[src/rtl/cnn_udiv_20ns_9ns_seq.sv]
// rtl/cnn_udiv_20ns_9ns_seq.sv - sequential 20b/9b unsigned restoring divider with ap_start/ap_done handshake
module cnn_udiv_20ns_9ns_seq #(
  parameter int ID         = 1,
  parameter int din0_WIDTH = 20,
  parameter int din1_WIDTH = 9,
  parameter int dout_WIDTH = 11
) (
  input  logic        ap_clk,
  input  logic        ap_rst,
  input  logic        ap_start,
  output logic        ap_ready,
  output logic        ap_idle,
  output logic        ap_done,
  input  logic [19:0] din0,
  input  logic [8:0]  din1,
  output logic [10:0] quot,
  output logic [8:0]  rem,
  output logic        div_by_zero,
  output logic        overflow
);

  // Only the 20/9/11 shape is implemented; the parameters exist for drop-in
  // compatibility with the generated cores and have no effect on the logic.
  if (ID < 0 || din0_WIDTH != 20 || din1_WIDTH != 9 || dout_WIDTH != 11) begin : g_unsupported_config
  end

  typedef enum logic [1:0] {IDLE, CALC, DONE} state_t;

  state_t      state;
  state_t      state_next;

  logic [19:0] d;        // latched dividend
  logic [8:0]  v;        // latched divisor
  logic [9:0]  r;        // partial remainder
  logic [10:0] qw;       // quotient bits produced so far, MSB first
  logic [3:0]  cnt;      // dividend bit consumed by the current step

  logic        accept;
  logic        in_zero;
  logic        in_ovf;
  logic [9:0]  t;
  logic        ge;
  logic [9:0]  r_next;

  // Accept-edge classification: the top 9 dividend bits bound the quotient,
  // so comparing them with the divisor detects a quotient of 2048 or more.
  always_comb begin
    accept  = ap_start && (state == IDLE);
    in_zero = (din1 == 9'd0);
    in_ovf  = (din0[19:11] >= din1);
  end

  // One restoring-division step on the current dividend bit.
  always_comb begin
    t      = {r[8:0], d[cnt]};
    ge     = (t >= {1'b0, v});
    r_next = ge ? (t - {1'b0, v}) : t;
  end

  // State register.
  always_ff @(posedge ap_clk or posedge ap_rst) begin
    if (ap_rst) state <= IDLE;
    else        state <= state_next;
  end

  // Next-state logic; error cases skip CALC and go straight to DONE.
  always_comb begin
    state_next = state;
    case (state)
      IDLE: begin
        if (ap_start) state_next = (in_zero || in_ovf) ? DONE : CALC;
      end
      CALC: begin
        if (cnt == 4'd0) state_next = DONE;
      end
      DONE:    state_next = IDLE;
      default: state_next = IDLE;
    endcase
  end

  // Handshake outputs decoded from the current state.
  always_comb begin
    ap_idle  = (state == IDLE);
    ap_ready = accept;
  end

  // ap_done is a flop so it is glitch-free and lines up with the result registers.
  always_ff @(posedge ap_clk or posedge ap_rst) begin
    if (ap_rst) ap_done <= 1'b0;
    else        ap_done <= (state_next == DONE);
  end

  // Datapath: operands are captured on accept; visible results change only when entering DONE.
  always_ff @(posedge ap_clk or posedge ap_rst) begin
    if (ap_rst) begin
      d           <= '0;
      v           <= '0;
      r           <= '0;
      qw          <= '0;
      cnt         <= '0;
      quot        <= '0;
      rem         <= '0;
      div_by_zero <= 1'b0;
      overflow    <= 1'b0;
    end else begin
      case (state)
        IDLE: begin
          if (ap_start) begin
            d  <= din0;
            v  <= din1;
            qw <= '0;
            if (in_zero) begin
              div_by_zero <= 1'b1;
              overflow    <= 1'b0;
              quot        <= 11'h7FF;
              rem         <= '0;
            end else if (in_ovf) begin
              div_by_zero <= 1'b0;
              overflow    <= 1'b1;
              quot        <= 11'h7FF;
              rem         <= '0;
            end else begin
              r   <= {1'b0, din0[19:11]};
              cnt <= 4'd10;
            end
          end
        end
        CALC: begin
          r  <= r_next;
          qw <= {qw[9:0], ge};
          if (cnt == 4'd0) begin
            quot        <= {qw[9:0], ge};
            rem         <= r_next[8:0];
            div_by_zero <= 1'b0;
            overflow    <= 1'b0;
          end else begin
            cnt <= cnt - 4'd1;
          end
        end
        default: begin
        end
      endcase
    end
  end

endmodule

[config.mk]
export PLATFORM = sky130hd
export DESIGN_NAME = cnn_udiv_20ns_9ns_seq
export DESIGN_NICKNAME = d
export VERILOG_FILES = /design/src/rtl/cnn_udiv_20ns_9ns_seq.sv
export SDC_FILE = /design/constraint.sdc
export NUM_CORES = 1
export LEC_CHECK = 0
export BUFFER_PORTS_ARGS = -buffer_cell sky130_fd_sc_hd__buf_4
export CAP_MARGIN = 20
export CORE_MARGIN = 2
export CORE_UTILIZATION = 55
export DETAILED_ROUTE_END_ITERATION = 16
export GPL_ROUTABILITY_DRIVEN = 0
export PLACE_DENSITY = 0.76
export SLEW_MARGIN = 25
export SYNTH_ARGS = -nofsm -noshare
export SYNTH_HDL_FRONTEND = slang
export SYNTH_SLANG_ARGS = --single-unit
[constraint.sdc]
create_clock -name ap_clk -period 5.09 [get_ports ap_clk]
set_input_delay 0.509 -clock ap_clk [delete_from_list [all_inputs] [get_ports ap_clk]]
set_output_delay 0.509 -clock ap_clk [all_outputs]
set_load 0.01 [all_outputs]
==> flow_metrics.py <==
metrics = {
    "place": {
        "portBuffers": 56,
        "dp_hpwl_um": 6080,
    },
    "floorplan": {
        "core_um2": 6870,
        "num_io_pins": 57,
        "rows": 30,
        "start_util_pct": 57.3,
        "dieArea_um2": 7850,
        "die_w_um": 88.6,
        "die_y_um": 88.6,
    },
    "logic_synthesis": {
        "synth_area_um2": 3940,
        "synth_area_leader_cell": "dfrtp_1",
        "avgSynthCellArea_um2": 11.1,
        "syn-num-nets": 406,
        "yosysSeqAreaShare_pct": 46.4,
        "netlist.area_leader.share_pct": 46.4,
        "yosys_most_used_dff": "dfrtp_1",
        "synth_cell_types": 56,
        "yosysWarnings": 0,
        "synth_cells": 354,
        "ys_async_sr_fraction_pct": 100,
        "synth-seq-cells": 73,
        "synth-edff-count": 0,
        "synth.area.top_cells": "dfrtp_1, mux2_1, ha_1, mux2i_1, inv_1",
    },
    "hold_path": {
        "hp-class": "in2reg",
        "hp-start": "din0[2]",
    },
    "setup_path": {
        "path_max_fanout": 15,
        "cp_slowest_cell": "a211oi_4",
        "critPathRequiredTime_ns": 5.31,
        "cp_num_buf_inv": 2,
        "slowest_delay_ns": 0.72,
        "crit_type": "reg2reg",
        "endpoint_kind": "register",
        "start_kind": "register",
        "cp_cell_sequence": "mux4_1 -> mux4_2 -> clkinv_2 -> ha_1 -> inv_1 -> fa_1 -> a211oi_2 -> o21ai_1 -> a211oi_4 -> mux2i_1 -> a21oi_1 -> mux2_1",
        "cp-startpoint": "cnt[0]$_DFFE_PP0P_",
        "arrival_ns": 4.44,
        "worstReg2RegStart": "cnt[0]$_DFFE_PP0P_",
        "cp_top_family": "multiplexers",
    },
    "run_status": {
        "status": "finished clean",
    },
    "power": {
        "seqPwrFrac_pct": 32.0,
        "p_per_area_nw_per_um2": 704,
        "pwr-share-clk_pct": 12.1,
        "ir_worst_vdd_uv": 313,
        "p_comb_share_pct": 55.8,
        "leakage_nw": 2.20,
        "intPower_mw": 1.90,
        "swShare_pct": 41.2,
        "p_total_mw": 3.24,
        "p_sw_mw": 1.33,
    },
    "global_routing": {
        "grt_overflow": 0,
        "gr-usage-all-layers_pct": 23.0,
        "grt_pass1_vias": 2662,
        "grt_max_degree": 74,
        "grt_pass1_wl_um": 13500,
        "antenna_found_initial": 0,
    },
    "timing": {
        "hold_viol": 0,
        "fmax_mhz": 237,
        "setup_violations": 0,
        "fin_crit_sh_pct": 82.8,
        "skew_ns": 0.0106,
        "rsz0062_at_grt": "no",
        "finalCriticalPeriod_ns": 4.21,
        "relSlewSlack_pct": 39.5,
        "fin_tns_setup_ns": 0,
        "slew_viol_final": 0,
        "tightestPinTransition_ns": 0.907,
    },
    "route": {
        "antenna_left": 0,
        "drcViolationCount": 0,
        "vias": 2816,
        "drtIter0Drc": 113,
        "totalWireLength_um": 8250,
        "via_per_inst": 5.52,
        "firstDrtPassIters": 4,
        "avgRoutedWirePerCell_um": 16.2,
    },
    "clocking": {
        "cts_setup_buffers": 0,
        "cts_tree": "done",
        "cts_made_buffers": 9,
        "clk_latency_ns": 0.34,
        "hold_buffers": 0,
        "cts_buffer_depth": 2,
        "cts_root_buffer": "clkbuf_8",
        "cts-htree-levels": 3,
        "cts_sinks": 73,
        "clk_pin_slew_ns": 0.08,
        "cts_resized": 0,
    },
    "job": {
        "cap_viol_max_count": 0,
    },
    "layout": {
        "drive_gt1_share_pct": 22.9,
        "area_delta_synth_final_pct": 16.7,
        "final_nets": 461,
        "diodes": 0,
    },
}
## per-layer routing
metal / track usage, % / part of all wire [%]
met5: 0 / 0
met4: 9.09 / 1.4
met2: 33.8 / 45
met1: 34.1 / 48
met3: 4.10 / 5.2
## cell usage after synthesis, types with 2 or more instances
cell and number:
mux2_4 6, xnor2_1 3, xor2_1 2, a221oi_1 2, nand2b_1 3, and4_1 3, inv_1 35, nor2b_1 5
buf_1 2, mux2i_1 17, buf_6 3, dfrtp_1 73, and3_1 2, nor2_1 26, o211ai_1 5, a21o_1 3
ha_1 19, nand2_1 20, o21a_1 4, a21oi_1 9, o31ai_1 2, o31a_1 2, o21bai_1 2, or3_1 2
nor4_1 2, o21ai_0 4, and2_1 3, mux2_1 22, o21ai_1 11, a211o_1 5, o22ai_1 3, clkbuf_1 7
nor3_1 6, mux4_1 4, buf_2 6, a22o_1 11
## layout make-up
cell class / instances / area, µm²
clock buffers: 10 / 128
clock inverters: 6 / 40.0
fillers: 557 / 2270
inverters: 36 / 136
multi-input cells: 227 / 1880
flip-flops and latches: 73 / 1830
well taps: 96 / 120
repair buffers: 62 / 465
## power groups by stage
stage               sequential (mW)  clock (mW)  combinational, mW
floorplan                      1.02           0               1.36
detailed placement             1.04           0               1.80
global placement               1.04           0               1.76
CTS                            1.03       0.403               1.81
finish                         1.04       0.393               1.81
global route                   1.07       0.435               2.00
## logic make-up after synthesis
logic type               share of synthesized area [%]
adder cells (fa/ha/maj)                           6.55
flip-flops                                        46.4
XOR/XNOR                                          1.11
multiplexers                                      16.1
AND/OR/NAND/NOR                                   10.7
AO/OA/AOI/OAI                                     13.2
buffers and inverters                             5.94
## worst paths after layout
path,end,slack (ns),cells after the start
worst max-delay path,r[4]$_DFFE_PP0P_,0.88,12
worst min-delay path,d[2]$_DFFE_PP0P_,0.38,2
worst max register to register,r[4]$_DFFE_PP0P_,0.88,12
worst min register to register,d[15]$_DFFE_PP0P_,0.49,1
max in group asynchronous,rem[8]$_DFFE_PP0P_,4.06,3
min in group asynchronous,quot[2]$_DFFE_PP0P_,0.43,3
## state kept, by name, summed over array words and instances (netlist names), 2 cells and up
name   count
qw        10
v          9
rem        9
quot      11
r          9
cnt        4
state      2
d         16
## placed cells by master, fill, tap and decap left out, types with 2 or more instances in the layout
cell type	count
nor4_1	2
ha_1	19
o21bai_1	2
xnor2_1	3
inv_1	34
a221oi_1	2
nor3_1	6
dfrtp_1	73
clkinv_2	4
and4_1	3
o211ai_1	5
nor2_1	26
mux4_1	4
o21a_1	4
nand2b_1	2
mux2_1	22
mux2i_1	17
xor2_1	2
or3_1	2
buf_4	62
o31a_1	2
a211o_1	5
and2_1	3
and3_1	2
inv_6	2
o22ai_1	3
o31ai_1	2
a22o_1	11
a21o_1	3
o21ai_0	4
o21ai_1	11
clkbuf_8	9
a21oi_1	9
mux2_4	6
nand2_1	20
nor2b_1	5
## per-stage QoR
step	setup slack (ns)	utilization [%]	hold slack [ns]	instance area [µm²]	std cells
2_1_floorplan	1.42	-	0.449	3940	354
3_3_place_gp	0.999	64.4	0.471	4430	494
3_5_place_dp	0.895	64.5	0.471	4430	494
4_1_cts	0.899	66.9	0.362	4600	510
5_1_grt	0.611	66.9	0.367	4600	510
6_report	0.877	66.9	0.377	4600	510
(Power assumes the default switching activity.)
